**config.mk**
```make
export PLATFORM = sky130hd
export DESIGN_NAME = inst_fetch
export DESIGN_NICKNAME = d
export VERILOG_FILES = /design/src/rtl/inst_fetch.sv
export SDC_FILE = /design/constraint.sdc
export NUM_CORES = 1
export LEC_CHECK = 0
export BUFFER_PORTS_ARGS = -buffer_cell sky130_fd_sc_hd__buf_4
export CAP_MARGIN = 15
export CORE_ASPECT_RATIO = 1.75
export CORE_UTILIZATION = 30
export CTS_BUF_LIST = sky130_fd_sc_hd__clkbuf_4
export CTS_CLUSTER_DIAMETER = 80
export DETAILED_ROUTE_END_ITERATION = 8
export HOLD_SLACK_MARGIN = 0.12
export PLACE_DENSITY = 0.52
export SETUP_SLACK_MARGIN = 0.4
export SLEW_MARGIN = 40
export SYNTH_ARGS = -nofsm -noshare
export SYNTH_HDL_FRONTEND = slang
export SYNTH_SLANG_ARGS = --single-unit
export TNS_END_PERCENT = 50
```
**constraint.sdc**
```tcl
create_clock -name clk -period 4.58 [get_ports clk]
set_input_delay 0.229 -clock clk [delete_from_list [all_inputs] [get_ports clk]]
set_output_delay 0.229 -clock clk [all_outputs]
set_load 0.01 [all_outputs]
```
**src/rtl/inst_fetch.sv**
```systemverilog
// inst_fetch: byte-serial instruction fetch with IF/ID output register, stall hold and branch abort
module inst_fetch (
  input  logic        clk,
  input  logic        rst,
  input  logic [31:0] pc,
  input  logic        ce,
  input  logic [5:0]  stall,
  input  logic        br,
  output logic        mem_req,
  output logic [31:0] mem_addr,
  input  logic [7:0]  mem_rdata,
  input  logic        mem_ack,
  output logic        stallreq_if,
  output logic [31:0] if_pc,
  output logic [31:0] if_inst,
  output logic        if_valid
);
  typedef enum logic {FETCH, HOLD} state_t;
  state_t      r_state, w_state;
  logic [1:0]  r_cnt, w_cnt;
  logic [23:0] r_part, w_part;
  logic [31:0] r_hpc, r_hinst, w_hpc, w_hinst, w_pc, w_inst;
  logic        w_valid, w_fetch, w_done;
  logic        w_unused;
  assign w_unused = &{1'b0, stall[5:2], stall[0]};
  assign w_fetch = ce & ~br & (r_state == FETCH);
  assign w_done = w_fetch & mem_ack & (r_cnt == 2'd3);
  assign mem_req = w_fetch;
  assign mem_addr = pc + {30'd0, r_cnt};
  assign stallreq_if = w_fetch & ~w_done;
  // bytes 0..2 shift in from the top so the partial buffer ends up little-endian
  always_comb begin
    w_state = r_state;
    w_cnt = r_cnt;
    w_part = r_part;
    w_hpc = r_hpc;
    w_hinst = r_hinst;
    w_pc = if_pc;
    w_inst = if_inst;
    w_valid = if_valid;
    if (!ce || br) begin
      w_state = FETCH;
      w_cnt = 2'd0;
      if (!ce || !stall[1]) {w_pc, w_inst, w_valid} = '0;
    end else if (r_state == HOLD) begin
      if (!stall[1]) begin
        w_state = FETCH;
        w_cnt = 2'd0;
        w_pc = r_hpc;
        w_inst = r_hinst;
        w_valid = 1'b1;
      end
    end else if (w_done) begin
      w_cnt = 2'd0;
      if (stall[1]) begin
        w_state = HOLD;
        w_hpc = pc;
        w_hinst = {mem_rdata, r_part};
      end else begin
        w_pc = pc;
        w_inst = {mem_rdata, r_part};
        w_valid = 1'b1;
      end
    end else begin
      if (mem_ack) begin
        w_part = {mem_rdata, r_part[23:8]};
        w_cnt = r_cnt + 2'd1;
      end
      if (!stall[1]) {w_pc, w_inst, w_valid} = '0;
    end
  end
  always_ff @(posedge clk) begin
    if (rst) begin
      r_state <= FETCH;
      r_cnt <= 2'd0;
      r_part <= '0;
      r_hpc <= '0;
      r_hinst <= '0;
      if_pc <= '0;
      if_inst <= '0;
      if_valid <= 1'b0;
    end else begin
      r_state <= w_state;
      r_cnt <= w_cnt;
      r_part <= w_part;
      r_hpc <= w_hpc;
      r_hinst <= w_hinst;
      if_pc <= w_pc;
      if_inst <= w_inst;
      if_valid <= w_valid;
    end
  end
endmodule
```
* Word-level counts from Yosys, hierarchy flattened *
Cells that the tools add are included.
W data, S select, Z words.

word-level totals
  bits in registers = 156
  input bits = 51
  output and inout bits = 99
  word-level logic and storage cells = 60

operators by class
  $add $sub $neg = 2
  eq/ne operators = 5
  multiplexer cells = 25
  bitwise operators = 9
  reduce and logical (&&, ||, !) cells = 11

operators by type and width
  cell                   number
  $mux W32               12
  $add A32 B2 Y32        1
  $mux W1                9
  $mux W2                4
  $reduce_and A4 Y1      2
  $reduce_and A2 Y1      3
  $and A1 B1 Y1          5
  $ne A2 B1 Y1 const B   2
  $ne A4 B1 Y1 const B   1
  $not A1 Y1             4
  $reduce_bool A3 Y1     1
  $add A2 B1 Y2 const B  1
  $eq A2 B2 Y1 const B   1
  $logic_not A1 Y1       2
  $logic_or A1 B1 Y1     2
  $ne A2 B2 Y1 const B   1
  $reduce_or A2 Y1       1

* Longest topological paths before layout *
  depth in word-level cells = 8
  depth in mapped cells = 8
  mapped depth without buffers = 7

* Least setup slack after synthesis *
No wires, ideal clock.

  kind = reg2out
  from = reg r_cnt[0]
  to = out mem_addr[12]
  arrival = 1,968 ps
  data required time = 4,351 ps
  setup slack = 2,383 ps
  stages on the path, launching flop included = 9
  path buffers = 1
  cells stage by stage = dfxtp_1 ha_1 inv_1 fa_1 and4b_1 buf_4 and2_1 and4_1 xor2_1

between the ends
  longest elaborated chain between the ends = 1

RTL lines
  element                   line  RTL
  start: declaration        20    logic [1:0] r_cnt, w_cnt;
  start signal: assignment  84    r_cnt <= w_cnt;
  $add A32 B2 Y32           29    assign mem_addr = pc + {30'd0, r_cnt};
  end: declaration          10    output logic [31:0] mem_addr,

No other way between the ends.

* Worst setup path in the final report *
  from = reg r_cnt[0]
  to = out mem_addr[30]

The elaborated chain is that of the path after synthesis.

==> summary.md <==
| Metric | Value |
|---|---|
| Run status | finished, final reports clean |
| First-pass iteration count of the detailed router | 4 |
| R2R cell count | 7 |
| Share of total power consumed by net switching | 29.50% |
| Final-layout worst hold slack | 0.4264 ns |
| Startpoint types | register |
| Leakage power figure | 3.290 nW |
| Remaining antenna violation count after routing | 0 |
| Yosys reg bits | 156 |
| HPWL Detailed | 13240 um |
| Internal reg-to-reg setup slack | 2.07 ns |
| Violation count after the first detailed-routing iteration | 295 |
| Top area cells in the synthesized netlist | sky130_fd_sc_hd__dfxtp_1, sky130_fd_sc_hd__nand2_1, sky130_fd_sc_hd__mux2_2 |
| Type of destination of the critical path | output port |
| Setup Buffers After CTS | 0 |
| Clock-pin transition on the worst setup and hold timing paths | 0.16 ns |
| Area growth from synthesis to layout | 28.40% |
| Power dissipated by switching net loads | 0.7151 mW |
| Internal power | 1.709 mW |
| Wire length reported by the detailed router | 20530 um |
| Die height | 202.4 um |
| Fmax | 301.8 MHz |
| Portion of the post-synthesis area used by sequential elements | 45.35% |
| Unrepaired setup endpoints after global routing | no |
| Avg Vias per Cell | 4.765 |
| Netlist area before placement | 6887 um2 |
| Number of remaining DRC errors | 0 |
| Final instance area | 8842 um2 |
| Mean post-synth cell area | 8.512 um2 |
| Number of port buffers | 144 |
| FF-to-FF Start | r_cnt[0] |
| Syn Nets | 864 |
| Gate count of the mapped netlist | 809 |
| Vias in the first global route | 6016 |
| Fin cells | 1279 |
| Worst Setup EP | mem_addr[30] |
| Die Footprint | 23590 um2 |
| Cell area after placement | 8098 um2 |
| Worst setup path category | reg2out |
| Total setup violations reported at the end of the flow | 0 |
| Gate power share | 9.0% |
| FFs w/ async S/R, synth | 0% |
| Maximum level of the CTS H-tree | 4 |
| Number of enable flip-flop cells after synthesis | 0 |
| Final worst-path cycle share | 72.35% |
| Largest net degree at the start of global routing | 96 |
| Count of endpoints failing hold in the final timing report | 0 |
| Cell area power density | 274.1 nW/um2 |
| Reg2reg end | r_hinst[10] |
| Number of buffers between clock root and the deepest sink | 2 |
| Worst Hold Class | in2reg |
| Buffer cell driving the clock tree root | sky130_fd_sc_hd__clkbuf_4 |
| Final worst path period need | 3.314 ns |
| Clock latency at the later pin of the worst-skew pair | 0.60 ns |
| Wire length of the first global-routing pass | 32540 um |
| Number of antenna violations at the first check in global routing | 1 |
| IR drop worst, VDD | 145.2 uV |
| Routed WL per cell | 16.05 um |
| GP Congestion | 0.7316 |
| Arrival @ worst endpoint | 3.08 ns |
| Number of slew-limit violations in the final report | 0 |
| Sum of negative setup slack | 0 ns |
| Placed Cells incl. Taps | 1200 |
| Setup crit start | r_cnt[0] |
| Post_cts resized | 0 |
| Worst slack after detailed placement | 1.826 ns |
| Area leader, netlist | sky130_fd_sc_hd__dfxtp_1 |
| Slew at the pin closest to its max-slew limit | 0.7939 ns |
| Core region area | 22650 um2 |
| Sum of overflow across all layers after global routing | 0 |
| Max-slew headroom | 47.08% |
| Die width | 116.5 um |
| Count of nets after finishing | 1020 |
| Netlist cell types | 39 |
| Share of the synthesized area in the top cell type | 45.35% |
| Power after layout | 2.424 mW |
| Clock group share of total power | 34.7% |
| Clock tree skew after final layout | 0.01744 ns |
| Via count | 6094 |
| Synthesis warning total | 0 |
| Clock tree from TritonCTS | done |
| Num ports | 150 |
| CP max FO | 8 |
| Fraction of layout instances using a drive strength above 1 | 26.07% |
| Initial core utilization | 30.40% |
| Overall Global Routing Usage | 18.20% |
| Post-layout util | 39.04% |
| Total of max-cap violations | 0 |
| Critical path required time | 4.35 ns |
| Post-layout worst setup margin | 1.266 ns |
| Number of rows in the core area | 73 |
| Number of CTS-inserted buffers | 17 |
| Share of power burned in registers | 56.2% |
| Clock sink count | 156 |
| Main synth FF type | sky130_fd_sc_hd__dfxtp_1 |
## critical path: stages (launching register included)
cell	delay (ns)
sky130_fd_sc_hd__dfxtp_1	0.44
sky130_fd_sc_hd__ha_1	0.21
sky130_fd_sc_hd__inv_1	0.06
sky130_fd_sc_hd__fa_1	0.42
sky130_fd_sc_hd__and4b_1	0.52
sky130_fd_sc_hd__nand3_1	0.21
sky130_fd_sc_hd__nor3_1	0.23
sky130_fd_sc_hd__xor2_1	0.24
sky130_fd_sc_hd__buf_4	0.17
## synth_stat cells (all sizes together) (2+ instances only)
cell type,instances
a21oi,92
a22oi,64
and2,6
and3,4
and4,7
buf,40
clkbuf,22
dfxtp,156
ha,3
inv,7
mux2,54
nand2,196
nand2b,3
nand3,19
nand4,5
nor2,69
nor3,11
nor3b,2
o21ai,11
xnor2,20
xor2,10
## kinds of logic after synthesis
kind of cell             Yosys count  share of synthesized area [%]
buffers and inverters             69                          5.414
flip-flops                       156                          45.35
XOR/XNOR                          30                          3.815
adder cells (fa/ha/maj)            4                         0.8358
AO/OA/AOI/OAI                    169                          14.70
multiplexers                      54                          8.830
AND/OR/NAND/NOR                  327                          21.06
## registers in the layout, summed over array words and instances, names as in the netlist
| register | cells |
|---|---|
| r_hinst | 32 |
| r_part | 24 |
| r_state | 1 |
| r_hpc | 32 |
| if_valid | 1 |
| r_cnt | 2 |
| if_inst | 32 |
| if_pc | 32 |
## repair_timing
action	in CTS	in global routing
hold buffers	46	0
setup endpoints to repair	0	0
hold endpoints to repair	92	0
## placed cells by master, fill, tap and decap left out, types with 17 or more instances in the layout
master and count:
sky130_fd_sc_hd__dlygate4sd3_1 46, sky130_fd_sc_hd__nor2_1 69, sky130_fd_sc_hd__a21oi_1 92, sky130_fd_sc_hd__dfxtp_1 155
sky130_fd_sc_hd__xnor2_1 20, sky130_fd_sc_hd__a22oi_1 64, sky130_fd_sc_hd__buf_4 152, sky130_fd_sc_hd__clkbuf_4 17
sky130_fd_sc_hd__nand2_1 196, sky130_fd_sc_hd__nand3_1 18, sky130_fd_sc_hd__mux2_2 54
## metal layers
layer  global-route usage [%]  routed length (um)
met1                    19.75                8271
met2                    33.81               11250
met3                    4.168                 693
met4                    5.922                 319
met5                        0                   0
## cell type report
cell class | instances | area, um2
Antenna cell | 1 | 2.502
Sequential cell | 156 | 3127
Clock buffer | 17 | 127.6
Clock inverter | 15 | 153.9
Fill cell | 2385 | 13810
Tap cell | 300 | 375.4
Multi-Input combinational cell | 584 | 3408
Inverter | 7 | 26.28
Timing Repair Buffer | 199 | 1622
## power by group through the flow
stage	logic, mW	registers [mW]	clock network [mW]
detailed placement	0.188	1.39	0
floorplan	0.0869	1.39	0
global placement	0.189	1.39	0
CTS	0.221	1.36	0.882
finish	0.219	1.36	0.842
global route	0.234	1.36	0.943
## worst min-delay path by stage
stage                      start          end  slack (ns)  depth (start not counted)
floorplan           mem_rdata[0]  r_hinst[24]        0.36                          2
global placement     r_hinst[11]  r_hinst[11]        0.44                          2
detailed placement      r_hpc[0]     r_hpc[0]        0.44                          2
CTS                        pc[1]     r_hpc[1]        0.38                          4
global route               pc[1]     r_hpc[1]        0.38                          4
finish                     pc[1]     r_hpc[1]        0.43                          4
(Power assumes the default switching activity.)
